==> config.mk <==
export PLATFORM = sky130hd
export DESIGN_NAME = wb_cmd_master_flat
export DESIGN_NICKNAME = d
export VERILOG_FILES = /design/src/rtl/wb_cmd_master_if.sv /design/src/rtl/wb_cmd_master.sv /design/src/flat_wrapper.sv
export SDC_FILE = /design/constraint.sdc
export NUM_CORES = 1
export LEC_CHECK = 0
export BUFFER_PORTS_ARGS = -buffer_cell sky130_fd_sc_hd__buf_4
export CORE_MARGIN = 1
export CORE_UTILIZATION = 43
export CTS_BUF_LIST = sky130_fd_sc_hd__clkbuf_16
export CTS_CLUSTER_SIZE = 8
export DETAILED_ROUTE_END_ITERATION = 16
export PLACE_DENSITY = 0.88
export SYNTH_ARGS = -nofsm -noshare
export SYNTH_HDL_FRONTEND = slang
export SYNTH_SLANG_ARGS = --single-unit
==> constraint.sdc <==
create_clock -name wb_clk_i -period 2.4 [get_ports wb_clk_i]
set_clock_uncertainty 0.2 [all_clocks]
set_input_delay 0.12 -clock wb_clk_i [delete_from_list [all_inputs] [get_ports wb_clk_i]]
set_output_delay 0.12 -clock wb_clk_i [all_outputs]
set_load 0.1 [all_outputs]
==> src/rtl/wb_cmd_master_if.sv <==
// Command/response stream plus Wishbone master bus of wb_cmd_master.
// The master modport is the DUT view; the slave modport is the environment view.
interface wb_cmd_master_if;
    logic        cmd_valid;
    logic        cmd_ready;
    logic        cmd_we;
    logic [31:0] cmd_adr;
    logic [31:0] cmd_dat;
    logic [3:0]  cmd_sel;

    logic        rsp_valid;
    logic        rsp_ready;
    logic [31:0] rsp_dat;
    logic        rsp_err;

    logic        wbm_cyc_o;
    logic        wbm_stb_o;
    logic        wbm_we_o;
    logic [31:0] wbm_adr_o;
    logic [31:0] wbm_dat_o;
    logic [3:0]  wbm_sel_o;
    logic        wbm_ack_i;
    logic [31:0] wbm_dat_i;

    modport master (
        input  cmd_valid, cmd_we, cmd_adr, cmd_dat, cmd_sel, rsp_ready,
               wbm_ack_i, wbm_dat_i,
        output cmd_ready, rsp_valid, rsp_dat, rsp_err,
               wbm_cyc_o, wbm_stb_o, wbm_we_o, wbm_adr_o, wbm_dat_o, wbm_sel_o
    );

    modport slave (
        output cmd_valid, cmd_we, cmd_adr, cmd_dat, cmd_sel, rsp_ready,
               wbm_ack_i, wbm_dat_i,
        input  cmd_ready, rsp_valid, rsp_dat, rsp_err,
               wbm_cyc_o, wbm_stb_o, wbm_we_o, wbm_adr_o, wbm_dat_o, wbm_sel_o
    );
endinterface

==> src/rtl/wb_cmd_master.sv <==
// Purpose: Wishbone classic single-cycle master driven by a cmd stream, with ack timeout.
// Latency: cyc/stb one cycle after cmd handshake; response one cycle after ack or timeout.
// Backpressure: one command in flight; cmd_ready stays low until the response is taken.
module wb_cmd_master #(
    parameter int unsigned TIMEOUT  = 255,
    parameter logic [31:0] ERR_DATA = 32'hFFFF_FFFF
) (
    input  logic                   wb_clk_i,
    input  logic                   wb_rst_ni,
    wb_cmd_master_if.master        bus,
    output logic [7:0]             err_count
);

    typedef enum logic [1:0] {IDLE, BUS, RSP} state_e;

    state_e      state_q,     state_d;
    logic        cmd_ready_q, cmd_ready_d;
    logic        cyc_q,       cyc_d;
    logic        we_q,        we_d;
    logic [31:0] adr_q,       adr_d;
    logic [31:0] dat_q,       dat_d;
    logic [3:0]  sel_q,       sel_d;
    logic        rsp_valid_q, rsp_valid_d;
    logic [31:0] rsp_dat_q,   rsp_dat_d;
    logic        rsp_err_q,   rsp_err_d;
    logic [15:0] cnt_q,       cnt_d;
    logic [7:0]  err_cnt_q,   err_cnt_d;

    localparam logic [15:0] LAST_WAIT = 16'(TIMEOUT - 1);

    always_comb begin
        state_d     = state_q;
        cmd_ready_d = cmd_ready_q;
        cyc_d       = cyc_q;
        we_d        = we_q;
        adr_d       = adr_q;
        dat_d       = dat_q;
        sel_d       = sel_q;
        rsp_valid_d = rsp_valid_q;
        rsp_dat_d   = rsp_dat_q;
        rsp_err_d   = rsp_err_q;
        cnt_d       = cnt_q;
        err_cnt_d   = err_cnt_q;

        case (state_q)
            IDLE: begin
                // cmd_ready_q gates acceptance so it is low in the first cycle out of reset
                if (bus.cmd_valid && cmd_ready_q) begin
                    we_d        = bus.cmd_we;
                    adr_d       = bus.cmd_adr;
                    dat_d       = bus.cmd_dat;
                    sel_d       = bus.cmd_sel;
                    cnt_d       = '0;
                    cyc_d       = 1'b1;
                    cmd_ready_d = 1'b0;
                    state_d     = BUS;
                end else begin
                    cmd_ready_d = 1'b1;
                end
            end
            BUS: begin
                if (bus.wbm_ack_i) begin
                    rsp_dat_d   = we_q ? 32'h0 : bus.wbm_dat_i;
                    rsp_err_d   = 1'b0;
                    rsp_valid_d = 1'b1;
                    cyc_d       = 1'b0;
                    state_d     = RSP;
                end else if (cnt_q == LAST_WAIT) begin
                    rsp_dat_d   = ERR_DATA;
                    rsp_err_d   = 1'b1;
                    rsp_valid_d = 1'b1;
                    cyc_d       = 1'b0;
                    if (err_cnt_q != 8'hFF) begin
                        err_cnt_d = err_cnt_q + 8'd1;
                    end
                    state_d     = RSP;
                end else begin
                    cnt_d = cnt_q + 16'd1;
                end
            end
            RSP: begin
                if (bus.rsp_ready) begin
                    rsp_valid_d = 1'b0;
                    cmd_ready_d = 1'b1;
                    state_d     = IDLE;
                end
            end
            default: begin
                state_d = IDLE;
            end
        endcase
    end

    always_ff @(posedge wb_clk_i) begin
        if (!wb_rst_ni) begin
            state_q     <= IDLE;
            cmd_ready_q <= 1'b0;
            cyc_q       <= 1'b0;
            we_q        <= 1'b0;
            adr_q       <= '0;
            dat_q       <= '0;
            sel_q       <= '0;
            rsp_valid_q <= 1'b0;
            rsp_dat_q   <= '0;
            rsp_err_q   <= 1'b0;
            cnt_q       <= '0;
            err_cnt_q   <= '0;
        end else begin
            state_q     <= state_d;
            cmd_ready_q <= cmd_ready_d;
            cyc_q       <= cyc_d;
            we_q        <= we_d;
            adr_q       <= adr_d;
            dat_q       <= dat_d;
            sel_q       <= sel_d;
            rsp_valid_q <= rsp_valid_d;
            rsp_dat_q   <= rsp_dat_d;
            rsp_err_q   <= rsp_err_d;
            cnt_q       <= cnt_d;
            err_cnt_q   <= err_cnt_d;
        end
    end

    assign bus.cmd_ready = cmd_ready_q;
    assign bus.wbm_cyc_o = cyc_q;
    assign bus.wbm_stb_o = cyc_q;
    assign bus.wbm_we_o  = we_q;
    assign bus.wbm_adr_o = adr_q;
    assign bus.wbm_dat_o = dat_q;
    assign bus.wbm_sel_o = sel_q;
    assign bus.rsp_valid = rsp_valid_q;
    assign bus.rsp_dat   = rsp_dat_q;
    assign bus.rsp_err   = rsp_err_q;
    assign err_count     = err_cnt_q;

endmodule

==> src/flat_wrapper.sv <==
// flat-port wrapper written by rule: the top's interface ports become plain ports
module wb_cmd_master_flat 
#(
    parameter int unsigned TIMEOUT  = 255,
    parameter logic [31:0] ERR_DATA = 32'hFFFF_FFFF
)
  (wb_clk_i, wb_rst_ni, err_count, bus_cmd_valid, bus_cmd_we, bus_cmd_adr, bus_cmd_dat, bus_cmd_sel, bus_rsp_ready, bus_wbm_ack_i, bus_wbm_dat_i, bus_cmd_ready, bus_rsp_valid, bus_rsp_dat, bus_rsp_err, bus_wbm_cyc_o, bus_wbm_stb_o, bus_wbm_we_o, bus_wbm_adr_o, bus_wbm_dat_o, bus_wbm_sel_o);
  wb_cmd_master_if bus_i ();
  input  logic wb_clk_i;
  input  logic wb_rst_ni;
  output logic [7:0] err_count;
  input wire logic [$bits(bus_i.cmd_valid)-1:0] bus_cmd_valid;
  input wire logic [$bits(bus_i.cmd_we)-1:0] bus_cmd_we;
  input wire logic [$bits(bus_i.cmd_adr)-1:0] bus_cmd_adr;
  input wire logic [$bits(bus_i.cmd_dat)-1:0] bus_cmd_dat;
  input wire logic [$bits(bus_i.cmd_sel)-1:0] bus_cmd_sel;
  input wire logic [$bits(bus_i.rsp_ready)-1:0] bus_rsp_ready;
  input wire logic [$bits(bus_i.wbm_ack_i)-1:0] bus_wbm_ack_i;
  input wire logic [$bits(bus_i.wbm_dat_i)-1:0] bus_wbm_dat_i;
  output wire logic [$bits(bus_i.cmd_ready)-1:0] bus_cmd_ready;
  output wire logic [$bits(bus_i.rsp_valid)-1:0] bus_rsp_valid;
  output wire logic [$bits(bus_i.rsp_dat)-1:0] bus_rsp_dat;
  output wire logic [$bits(bus_i.rsp_err)-1:0] bus_rsp_err;
  output wire logic [$bits(bus_i.wbm_cyc_o)-1:0] bus_wbm_cyc_o;
  output wire logic [$bits(bus_i.wbm_stb_o)-1:0] bus_wbm_stb_o;
  output wire logic [$bits(bus_i.wbm_we_o)-1:0] bus_wbm_we_o;
  output wire logic [$bits(bus_i.wbm_adr_o)-1:0] bus_wbm_adr_o;
  output wire logic [$bits(bus_i.wbm_dat_o)-1:0] bus_wbm_dat_o;
  output wire logic [$bits(bus_i.wbm_sel_o)-1:0] bus_wbm_sel_o;
  assign bus_i.cmd_valid = bus_cmd_valid;
  assign bus_i.cmd_we = bus_cmd_we;
  assign bus_i.cmd_adr = bus_cmd_adr;
  assign bus_i.cmd_dat = bus_cmd_dat;
  assign bus_i.cmd_sel = bus_cmd_sel;
  assign bus_i.rsp_ready = bus_rsp_ready;
  assign bus_i.wbm_ack_i = bus_wbm_ack_i;
  assign bus_i.wbm_dat_i = bus_wbm_dat_i;
  assign bus_cmd_ready = bus_i.cmd_ready;
  assign bus_rsp_valid = bus_i.rsp_valid;
  assign bus_rsp_dat = bus_i.rsp_dat;
  assign bus_rsp_err = bus_i.rsp_err;
  assign bus_wbm_cyc_o = bus_i.wbm_cyc_o;
  assign bus_wbm_stb_o = bus_i.wbm_stb_o;
  assign bus_wbm_we_o = bus_i.wbm_we_o;
  assign bus_wbm_adr_o = bus_i.wbm_adr_o;
  assign bus_wbm_dat_o = bus_i.wbm_dat_o;
  assign bus_wbm_sel_o = bus_i.wbm_sel_o;
  wb_cmd_master #(.TIMEOUT(TIMEOUT), .ERR_DATA(ERR_DATA)) u_core (.wb_clk_i(wb_clk_i), .wb_rst_ni(wb_rst_ni), .bus(bus_i), .err_count(err_count));
endmodule
# ---- Yosys cells after proc, flatten, opt, wreduce, memory -nomap -nowiden
# Cells that the tools add are included.
dict set report totals {
  ff_bits 131
  inputBits 106
  output_inout_bits 114
  wordCells 62
}
dict set report op_classes {
  n_addsub 2
  eq_ne 9
  muxes 24
  bitwise 1
  reduce_logical 14
}
# cell count
set ops {}
lappend ops {{$mux W32} 3}
lappend ops {{$mux W16} 3}
lappend ops {{$pmux W16 S2} 1}
lappend ops {{$add A16 B1 Y16 const B} 1}
lappend ops {{$eq A16 B8 Y1 const B} 1}
lappend ops {{$mux W1} 9}
lappend ops {{$reduce_and A3 Y1} 3}
lappend ops {{$add A8 B1 Y8 const B} 1}
lappend ops {{$mux W2} 4}
lappend ops {{$ne A8 B8 Y1 const B} 1}
lappend ops {{$reduce_and A4 Y1} 2}
lappend ops {{$reduce_bool A2 Y1} 4}
lappend ops {{$ne A2 B2 Y1 const B} 3}
lappend ops {{$pmux W1 S2} 3}
lappend ops {{$pmux W2 S3} 1}
lappend ops {{$reduce_and A2 Y1} 3}
lappend ops {{$ne A3 B2 Y1 const B} 1}
lappend ops {{$eq A2 B1 Y1 const B} 1}
lappend ops {{$eq A2 B2 Y1 const B} 1}
lappend ops {{$logic_not A2 Y1} 1}
lappend ops {{$ne A2 B1 Y1 const B} 1}
lappend ops {{$logic_and A1 B1 Y1} 1}
lappend ops {{$not A1 Y1} 1}

# ---- Logic depth before layout (Yosys ltp)
# Gate-level depths: netlist (run 1).
dict set report depth {
  ltp_word 4
  ltp_mapped 9
  depth_no_buf 7
}

# ---- Least setup slack after synthesis (run 1)
# Ideal clock, no wire load.
dict set report synth_timing {
  kind {reg-to-reg}
  from {register u_core.err_cnt_q[0] (netlist: u_core.err_count[0])}
  to {register u_core.err_cnt_q[0] (netlist: u_core.err_count[0])}
  setup_ps 115
  t_arrival_ps 2215
  t_required_ps 2085
  setup_slack_ps -130
  path_stages_with_launch 7
  n_path_buf 0
  period_less_slack_ps 2530
  cell_sequence {dfxtp_1 > ha_1 > nand3_1 > o21ai_1 > nor2_1 > xor2_1 > and2_1}
}
dict set report synth_via {
  elab_chain_cells 2
  word_cells_on_any_way 3
  cone_classes {1 x add/sub; 1 x eq/ne; 1 x reduce/logical}
}
# element line
set synth_lines {}
lappend synth_lines {{start: declaration} wb_cmd_master.sv:27} ;# logic [7:0] err_cnt_q, err_cnt_d;
lappend synth_lines {{start signal: assignment} wb_cmd_master.sv:120} ;# err_cnt_q <= err_cnt_d;
lappend synth_lines {{parallel branches: the longest is 2 deep, another holds $add A8 B1 Y8} --}
# Parallel ways; which one is timed is not known.
# A chain may end at the register's enable or synchronous reset.

# ---- Final worst setup path (run 1)
dict set report layout_timing {
  from {register u_core.cnt_q[13]}
  to {register u_core.err_cnt_q[6] (netlist: u_core.err_count[6])}
}
dict set report layout_via {
  elab_chain_cells 2
}
# element line
set layout_lines {}
lappend layout_lines {{start: declaration} wb_cmd_master.sv:26} ;# logic [15:0] cnt_q, cnt_d;
lappend layout_lines {{start signal: assignment} wb_cmd_master.sv:119} ;# cnt_q <= cnt_d;
lappend layout_lines {{$eq A16 B8 Y1} wb_cmd_master.sv:68} ;# end else if (cnt_q == LAST_WAIT) begin
lappend layout_lines {{$reduce_and A4 Y1 (no line)} --}
# Every way passes these cells.

==> flow_metrics.tcl, run 1 <==
set metrics [dict create \
    synth_compound_area_frac 0.2215 \
    grt_usage 0.3004 \
    place_inst 940 \
    root_buffer "clkbuf_16" \
    syn_inst 598 \
    cts.sinks 131 \
    htree_levels 4 \
    syn-num-nets 707 \
    peakVddDrop_uv 638.9 \
    seq_area_frac_synth 0.4970 \
    rsz0062_at_grt "true" \
    worst-path-buf-inv 0 \
    status "finished with violations" \
    die_y_um 112.8 \
    slowest_delay_ns 0.63 \
    seqPwrFrac 0.380 \
    wire_per_inst_um 17.62 \
    startpoint_type "register" \
    finalCriticalPeriod_ns 2.414 \
    crit_family "simple AND/OR/NAND/NOR gates" \
    ios 220 \
    synth_area_um2 5276 \
    synth.avg_cell_area_um2 8.823 \
    p_switching_uw 2000 \
    clkPwrFrac 0.392 \
    synthXorXnorAreaFrac 0.01162 \
    synth.area.top_cells "dfxtp_1 (50%), nand2_1 (11%), a21boi_0 (10%)" \
    muxShareOfSynthArea 0 \
    internal_power_uw 4122 \
    dieArea_um2 12720 \
    synthAdderAreaFrac 0.007114 \
    drive_gt1_frac 0.3387 \
    power.share.switching 0.3267 \
    synth_area_leader_cell "dfxtp_1" \
    hold_viol_final 0 \
    seqCellArea_um2 2626 \
    fin_cells 1077 \
    multi_input_area_um2 2545 \
    grt_max_degree 72 \
    cp_common_cell "or4_4" \
    synth-edff-count 0 \
    yosys.area_share.simple 0.2236 \
    die_w_um 112.8 \
    initial_utilization 0.4411 \
    combPwrFrac 0.228 \
    maxCapViolations 0 \
    vias_per_cell 5.411 \
    cts_tree "built" \
    via_count 5828 \
    crit_required_ns 2.51 \
    setup_violations 1 \
    portBuffers 219 \
    setup_slack_ns -0.01392 \
    grt_pass1_wl_mm 29.61 \
    synth_top_family_by_area "simple AND/OR/NAND/NOR gates" \
    rows 40 \
    synthFlopType "dfxtp_1" \
    layout.nets 1026 \
    post_cts_buffers 0 \
    cts_buffer_depth 2 \
    cp-end-kind "register" \
    gp_congestion 0.8675 \
    postRouteAntennaNets 0 \
    core_area_um2 11960 \
    firstDrtPassIters 4 \
    antenna_found_initial 0 \
    drt_iter0_drc 401 \
    p_total_uw 6122 \
    violations "setup timing" \
    diodes 0 \
    drv_slew 0 \
    insertion_delay_ns 0.43 \
    crit_fanout 5 \
    relSlewSlack 0.4101 \
    grt_pass1_vias 5996 \
    crit_arrival_ns 2.53 \
    crit_type "register to register" \
    cp_slowest_cell "or4_4" \
    fmax_mhz 414.3 \
    wirelength_mm 18.98 \
    netlist.area_leader.share 0.4970 \
    grt_overflow 0 \
    ys_ff_latch 131 \
    reg2reg_setup_slack_ns -0.01 \
    numCtsBuffers 17 \
    ys_warn_count 0 \
    worstMarginPinSlew_ns 0.8789 \
    powerDensity_nw_per_um2 695.5 \
    synthArstFlopShare 0 \
    worstHoldPathType "input port to register" \
    cp_cell_sequence "or4_4 > or4_4 > nor4_2 > xor2_1 > and2_1" \
    clk_pin_slew_ns 0.05 \
    area_growth_pct 66.85 \
    fillers 758 \
    dp_hpwl_mm 9.742 \
    yosysUniqueCellTypes 36 \
    post-route-period-util 1.006 \
    drc 0 \
    leakage_uw 0.003763 \
]
through the flow:
| step | hold WS (ns) | worst slack (ns) | cell area (um^2) | TNS, ns | utilization |
|---|---|---|---|---|---|
| after global placement | 0.1817 | 0.04007 | 7149 | 0 | 0.5977 |
| final | 0.1376 | -0.01392 | 8803 | -0.01392 | 0.7360 |
| after CTS | 0.1321 | 0.003127 | 8743 | 0 | 0.7310 |
| after floorplan | 0.06387 | 0.03238 | 5279 | 0 | - |
| after detailed placement | 0.1879 | 0.01144 | 7149 | 0 | 0.5977 |
| after global routing | 0.1965 | -0.1010 | 8803 | -0.1591 | 0.7360 |
cells in the mapped netlist (3+ instances only):
cell type  count
clkbuf_1      39
nand4_1        6
o221a_2       32
a31oi_1        3
nand3_1       14
xor2_1         7
o21ai_0       20
o31ai_1        4
ha_1           3
a21boi_0      73
and2_1         7
nand2_1      154
nor2b_1       35
inv_1          6
buf_2          3
a21oi_1        8
nor2_1        18
nor4_1         5
a41oi_1        3
dfxtp_1      131
nor3_1         6
metal layers:
layer  share of wire  GRT usage  wire length (um)
met1            0.37     0.3092              7026
met2            0.51     0.5309              9597
met3           0.079    0.09266              1490
met4           0.045     0.1920               862
met5               0          0                 0
final timing paths:
kind	startpoint	to	cells past startpoint
max	u_core.cnt_q[13]$_SDFFE_PN0P_	u_core.err_count[6]$_SDFFE_PN0P_	5
min	bus_cmd_valid	u_core.cnt_q[4]$_SDFFE_PN0P_	4
max reg2reg	u_core.cnt_q[13]$_SDFFE_PN0P_	u_core.err_count[6]$_SDFFE_PN0P_	5
min reg2reg	u_core.bus.wbm_adr_o[17]$_SDFFE_PN0P_	u_core.bus.wbm_adr_o[17]$_SDFFE_PN0P_	2
layout make-up:
cell class | instances | area share
Inverter | 6 | 0.002558
Tap cell | 147 | 0.02089
Multi-Input combinational cell | 417 | 0.2891
Clock inverter | 15 | 0.01322
Sequential cell | 131 | 0.2983
Timing Repair Buffer | 344 | 0.3276
Clock buffer | 17 | 0.04832
state kept, by name, summed over array words and instances, names as in the netlist:
| signal | flops |
|---|---|
| u_core.bus.cmd_ready | 1 |
| u_core.bus.rsp_dat | 32 |
| u_core.bus.rsp_err | 1 |
| u_core.bus.rsp_valid | 1 |
| u_core.bus.wbm_adr_o | 32 |
| u_core.bus.wbm_cyc_o | 1 |
| u_core.bus.wbm_dat_o | 32 |
| u_core.bus.wbm_sel_o | 4 |
| u_core.bus.wbm_we_o | 1 |
| u_core.cnt_q | 16 |
| u_core.err_count | 8 |
| u_core.state_q | 2 |
cells in the final DEF (no fill, tap or decap), drive strengths merged, types with 2 or more instances in the layout:
master and n:
a21boi 73, dlygate4sd3 104, clkinv 7, o31ai 4
nor2b 35, nor4 5, o21ai 21, inv 8
nand4b 2, or3 2, o221a 32, buf 240
nand3 14, ha 3, o41ai 2, a31oi 3
nor3b 2, or4 3, clkinvlp 5, nor3 6
nand2 154, clkbuf 17, xor2 7, o21a 2
dfxtp 131, a21oi 8, nor2 18, a41oi 3
and2 7, nand4 6
power by group through the flow:
| stage | registers [uW] | clock network (uW) | logic (uW) |
|---|---|---|---|
| global route | 2340 | 2520 | 1440 |
| detailed placement | 2370 | 0 | 1220 |
| floorplan | 2980 | 0 | 246 |
| finish | 2330 | 2400 | 1400 |
| global placement | 2360 | 0 | 1210 |
| CTS | 2320 | 2420 | 1360 |
kinds of logic (layout without fill, tap and decap cells):
family                     count (synthesis)  count (layout)
xor gates and xnor gates                   7               7
AOI/OAI and AO/OA                        149             149
buffers and inverters                     51             382
and+or+nand+nor                          257             258
DFF                                      131             131
adders and majority gates                  3               3
worst register-to-register path, cell delays in order (launching register included):
cell and delay, ns:
dfxtp_2 0.32, or4_4 0.55, or4_4 0.63, nor4_2 0.33, xor2_1 0.11, and2_1 0.17
what timing repair did:
action,4_1_cts,5_1_grt
gates cloned,0,1
hold endpoints to repair,115,0
setup endpoints to repair,2,9
pin swaps,0,4
resized for setup,2,12
hold buffers,104,0
Power figures use the tool's default switching activity.
==> run 2, diff against run 1 <==
- PLACE_DENSITY: 0.88 -> unset
- PLACE_DENSITY_LB_ADDON: unset -> 0.08
==> run 2 against run 1 <==
Compared with the run above: global-route usage shrank 2.7 points; the flow now finishes without violations; critical endpoint is now u_core.err_count[7]$_SDFFE_PN0P_; combinational power is essentially flat; critical path type unchanged; fmax grew 3.2%; design area shrank 0.85%.
==> flow_metrics.tcl, run 2 (synthesis gave the netlist of run 1 again) <==
set metrics [dict create \
    status "finished, final reports clean" \
    layout.nets 1025 \
    fillers 841 \
    setup_slack_ns 0.06203 \
    drive_gt1_frac 0.3265 \
    crit_arrival_ns 2.45 \
    portBuffers 219 \
    reg2reg_depth 5 \
    final_common_cell "buf_4" \
    grt_max_degree 90 \
    insertion_delay_ns 0.42 \
    hold_viol_final 0 \
    crit_type "register to register" \
    pre_cts_slack_ns -0.007381 \
    htree_levels 4 \
    setup_violations 0 \
    vias_per_cell 5.196 \
    fmax_mhz 427.7 \
    regToRegStartpoint "u_core.cnt_q[8]$_SDFFE_PN0P_" \
    mostFrequentLayoutCells "buf_4 (236), nand2_1 (154), dfxtp_1 (129)" \
    grt_pass1_wl_mm 27.19 \
    gp_congestion 0.8070 \
    cp-end-kind "register" \
    post-route-period-util 0.9742 \
    startpoint_type "register" \
    grt_pass1_vias 5609 \
    dieArea_um2 12720 \
    leakage_uw 0.003747 \
    drv_slew 0 \
    core_area_um2 11960 \
    cts.sinks 131 \
    crit_end "u_core.err_count[7]$_SDFFE_PN0P_" \
    grt_overflow 0 \
    cts_tree "built" \
    ios 220 \
    die_w_um 112.8 \
    diodes 0 \
    crit_fanout 10 \
    firstDrtPassIters 5 \
    peakVddDrop_uv 453.8 \
    root_buffer "clkbuf_16" \
    maxCapViolations 0 \
    die_y_um 112.8 \
    rsz0062_at_grt "false" \
    relSlewSlack 0.5824 \
    dpl_cell_area_um2 7162 \
    design_area_um2 8728 \
    powerDensity_nw_per_um2 684.5 \
    via_count 5586 \
    dp_hpwl_mm 10.13 \
    cp-startpoint "u_core.cnt_q[8]$_SDFFE_PN0P_" \
    wirelength_mm 17.12 \
    grt_usage 0.2735 \
    regToRegEndpoint "u_core.err_count[7]$_SDFFE_PN0P_" \
    reg2reg_setup_slack_ns 0.06 \
    numCtsBuffers 17 \
    worstMarginPinSlew_ns 0.6222 \
    wire_per_inst_um 15.92 \
    antenna_found_initial 0 \
    postRouteAntennaNets 0 \
    clk_pin_slew_ns 0.05 \
    drc 0 \
    rows 40 \
    finalCriticalPeriod_ns 2.338 \
    cts_buffer_depth 2 \
    post_cts_buffers 0 \
    crit_required_ns 2.52 \
    worstHoldPathType "input port to register" \
    area_growth_pct 65.43 \
    initial_utilization 0.4411 \
    drt_iter0_drc 297 \
]
run 2: report_power, final:
| part | leakage, uW | internal [uW] | switching [uW] | total, uW |
|---|---|---|---|---|
| Sequential | 0.00106 | 2270 | 55.2 | 2320 |
| Combinational | 0.00241 | 452 | 926 | 1380 |
| Clock | 0.000272 | 1370 | 905 | 2270 |
| Total | 0.00375 | 4090 | 1890 | 5970 |
run 2: worst min-delay path by stage:
stage / endpoint / slack, ns / start / depth (start not counted)
floorplan: u_core.bus.cmd_ready$_SDFFE_PN0P_ / 0.06 / wb_rst_ni / 2
global placement: u_core.bus.wbm_dat_o[10]$_SDFFE_PN0P_ / 0.18 / bus_cmd_dat[10] / 3
detailed placement: u_core.bus.wbm_adr_o[28]$_SDFFE_PN0P_ / 0.19 / bus_cmd_adr[28] / 3
CTS: u_core.cnt_q[4]$_SDFFE_PN0P_ / 0.19 / bus_cmd_valid / 4
global route: u_core.bus.wbm_dat_o[9]$_SDFFE_PN0P_ / 0.23 / bus_cmd_valid / 5
finish: u_core.bus.wbm_dat_o[30]$_SDFFE_PN0P_ / 0.20 / bus_cmd_valid / 5
run 2: layout make-up:
class | count | area, um^2 | area share
timing repair buffer | 344 | 2893 | 0.3314
sequential | 131 | 2625 | 0.3007
multi-input combinational | 416 | 2495 | 0.2858
clock buffer | 17 | 425.4 | 0.04874
tap | 147 | 183.9 | 0.02107
clock inverter | 14 | 83.83 | 0.009604
inverter | 6 | 22.52 | 0.002580
run 2: stage by stage:
stage          hold WS (ns)  utilization  power [uW]    TNS, ns  instances
6_report             0.1997       0.7297        5975          0       1075
3_3_place_gp         0.1809       0.5987        3572          0        940
3_5_place_dp         0.1873       0.5987        3589  -0.009828        940
4_1_cts              0.1885       0.7287        6005   -0.03697       1075
2_1_floorplan       0.06387            -        3229          0        598
5_1_grt              0.2311       0.7297        6163          0       1075
run 2: repair_timing:
action,in CTS,in global routing
pin swaps,0,1
setup endpoints to repair,3,10
hold endpoints to repair,115,0
hold buffers,104,0
gates resized for setup,1,2
run 2: worst max-delay path, cell delays in order, from the launching register on:
cell,delay (ns)
dfxtp_1,0.33
or3_1,0.42
or4_4,0.63
nor4_1,0.38
xor2_1,0.10
and2_1,0.16
run 2: per-layer routing:
metal | GRT usage | vias up | wire [um]
li1 | - | 2700 | -
met2 | 0.4650 | 225 | 8562
met4 | 0.1644 | 0 | 655
met1 | 0.2989 | 2610 | 6713
met5 | 0 | - | 0
met3 | 0.08731 | 51 | 1185
==> run 3, diff against run 2 <==
- SETUP_SLACK_MARGIN: unset -> 0.1
==> run 3 against run 2 <==
Compared with the run above: the flow now finishes with violations (hold timing); design area increased by 1.2%; non-clock buffer count increased by 5; critical path depth increased by 1; highest routed layer unchanged.
==> flow_metrics.tcl, run 3 (synthesis gave the netlist of run 1 again) <==
set metrics [dict create \
    status "finished with violations" \
    violations "hold timing" \
    diodes 0 \
    drc 0 \
    crit_required_ns 2.50 \
    antenna_found_initial 0 \
    dp_hpwl_mm 9.867 \
    grt_overflow 0 \
    fmax_mhz 427.2 \
    insertion_delay_ns 0.41 \
    vias_per_cell 5.123 \
    p_switching_uw 1858 \
    grt_pass1_wl_mm 26.20 \
    clkPwrFrac 0.366 \
    grt_pass1_vias 5609 \
    fin_worst_hold_slack_ns -0.1671 \
    crit_family "simple AND/OR/NAND/NOR gates" \
    seqCellArea_um2 2633 \
    drv_slew 0 \
    reg2reg_depth 6 \
    layout.nets 1031 \
    finalCriticalPeriod_ns 2.341 \
    setup_violations 0 \
    initial_utilization 0.4411 \
    via_count 5533 \
    grt_max_degree 73 \
    peakVddDrop_uv 461.6 \
    relSlewSlack 0.5994 \
    internal_power_uw 3988 \
    worstHoldPathType "input port to register" \
    cp_cell_sequence "or4_4 > or4_4 > buf_6 > nor4_4 > xor2_1 > and2_1" \
    cp_slowest_cell "or4_4" \
    cp_num_cells 6 \
    startpoint_type "register" \
    postRouteAntennaNets 0 \
    firstDrtPassIters 5 \
    cts_buffer_depth 2 \
    powerDensity_nw_per_um2 662.0 \
    wire_per_inst_um 15.21 \
    area_growth_pct 67.37 \
    rows 40 \
    mostFrequentLayoutCells "buf_4 (237), nand2_1 (152), dfxtp_1 (123)" \
    power.share.switching 0.3178 \
    rsz0062_at_grt "true" \
    cp-end-kind "register" \
    portBuffers 219 \
    cts_hold_buf 104 \
    hold_viol_final 8 \
    worst-path-buf-inv 1 \
    core_area_um2 11960 \
    die_w_um 112.8 \
    drt_iter0_drc 317 \
    clk_pin_slew_ns 0.05 \
    setup_tns_ns 0 \
    gp_congestion 0.8340 \
    cts.sinks 131 \
    slowest_delay_ns 0.63 \
    numCtsBuffers 17 \
    drive_gt1_frac 0.3441 \
    grt_usage 0.2586 \
    seqPwrFrac 0.397 \
    ios 220 \
    cp_common_cell "or4_4" \
    cts_tree "built" \
    hold_depth 2 \
    dieArea_um2 12720 \
    root_buffer "clkbuf_16" \
    worstMarginPinSlew_ns 0.6008 \
    maxCapViolations 0 \
    post-route-period-util 0.9755 \
    crit_fanout 6 \
    wirelength_mm 16.42 \
    fillers 804 \
    crit_type "register to register" \
    final_common_cell "buf_4" \
    multi_input_area_um2 2574 \
    crit_arrival_ns 2.45 \
    die_y_um 112.8 \
    combPwrFrac 0.237 \
    htree_levels 4 \
    leakage_uw 0.003807 \
]
==> run 3: changes by cell type in the layout (fill, tap and decap cells not counted), moves of 3 or more <==
cell      previous run  this run
a21boi_0            73        70
a21boi_1             0         3
buf_6                0         5
dfxtp_1            129       123
dfxtp_2              2         8
nor4_4               0         3
o21ai_0             20        11
o21ai_1              1         9
==> run 3: timing repair <==
item,in CTS,in global routing
endpoints found under the setup margin,21,54
pin swaps,4,7
endpoints found under the hold margin,113,8
gates cloned,1,1
buffers inserted,2,0
gates resized for setup,9,19
==> run 3: cell type report <==
| cell class | count | share of cell area |
|---|---|---|
| timing repair buffer | 349 | 0.3325 |
| multi-input combinational | 417 | 0.2914 |
| inverter | 6 | 0.002550 |
| clock inverter | 13 | 0.006376 |
| sequential | 131 | 0.2981 |
| clock buffer | 17 | 0.04817 |
| tap | 147 | 0.02083 |
==> run 3: worst paths after layout <==
kind | from | to | slack, ns
worst max-delay path | u_core.cnt_q[11]$_SDFFE_PN0P_ | u_core.err_count[7]$_SDFFE_PN0P_ | 0.06
worst min register to register | u_core.bus.wbm_dat_o[18]$_SDFFE_PN0P_ | u_core.bus.wbm_dat_o[18]$_SDFFE_PN0P_ | 0.26
worst max register to register | u_core.cnt_q[11]$_SDFFE_PN0P_ | u_core.err_count[7]$_SDFFE_PN0P_ | 0.06
worst min-delay path | wb_rst_ni | u_core.err_count[4]$_SDFFE_PN0P_ | -0.17
==> run 3: layer usage <==
layer / part of all wire / GRT usage
met1: 0.40 / 0.2857
met2: 0.49 / 0.4560
met3: 0.070 / 0.07552
met4: 0.033 / 0.1236
met5: 0 / 0
==> run 3: power groups by stage <==
stage	sequential [uW]	clock [uW]	combinational, uW
after floorplan	2980	0	247
after global placement	2360	0	1210
after detailed placement	2360	0	1220
after CTS	2320	2170	1370
after global routing	2330	2270	1440
final	2320	2140	1390
==> run 3: stage by stage <==
step	utilization	setup WS [ns]	cells	total power [uW]	area [um^2]
finish	0.7383	0.05891	1080	5846	8831
global route	0.7383	-0.004785	1080	6044	8831
CTS	0.7353	0.02044	1079	5861	8795
detailed placement	0.6024	-0.03634	942	3586	7206
global placement	0.6024	0.03451	942	3573	7206
floorplan	-	0.07960	598	3229	5320
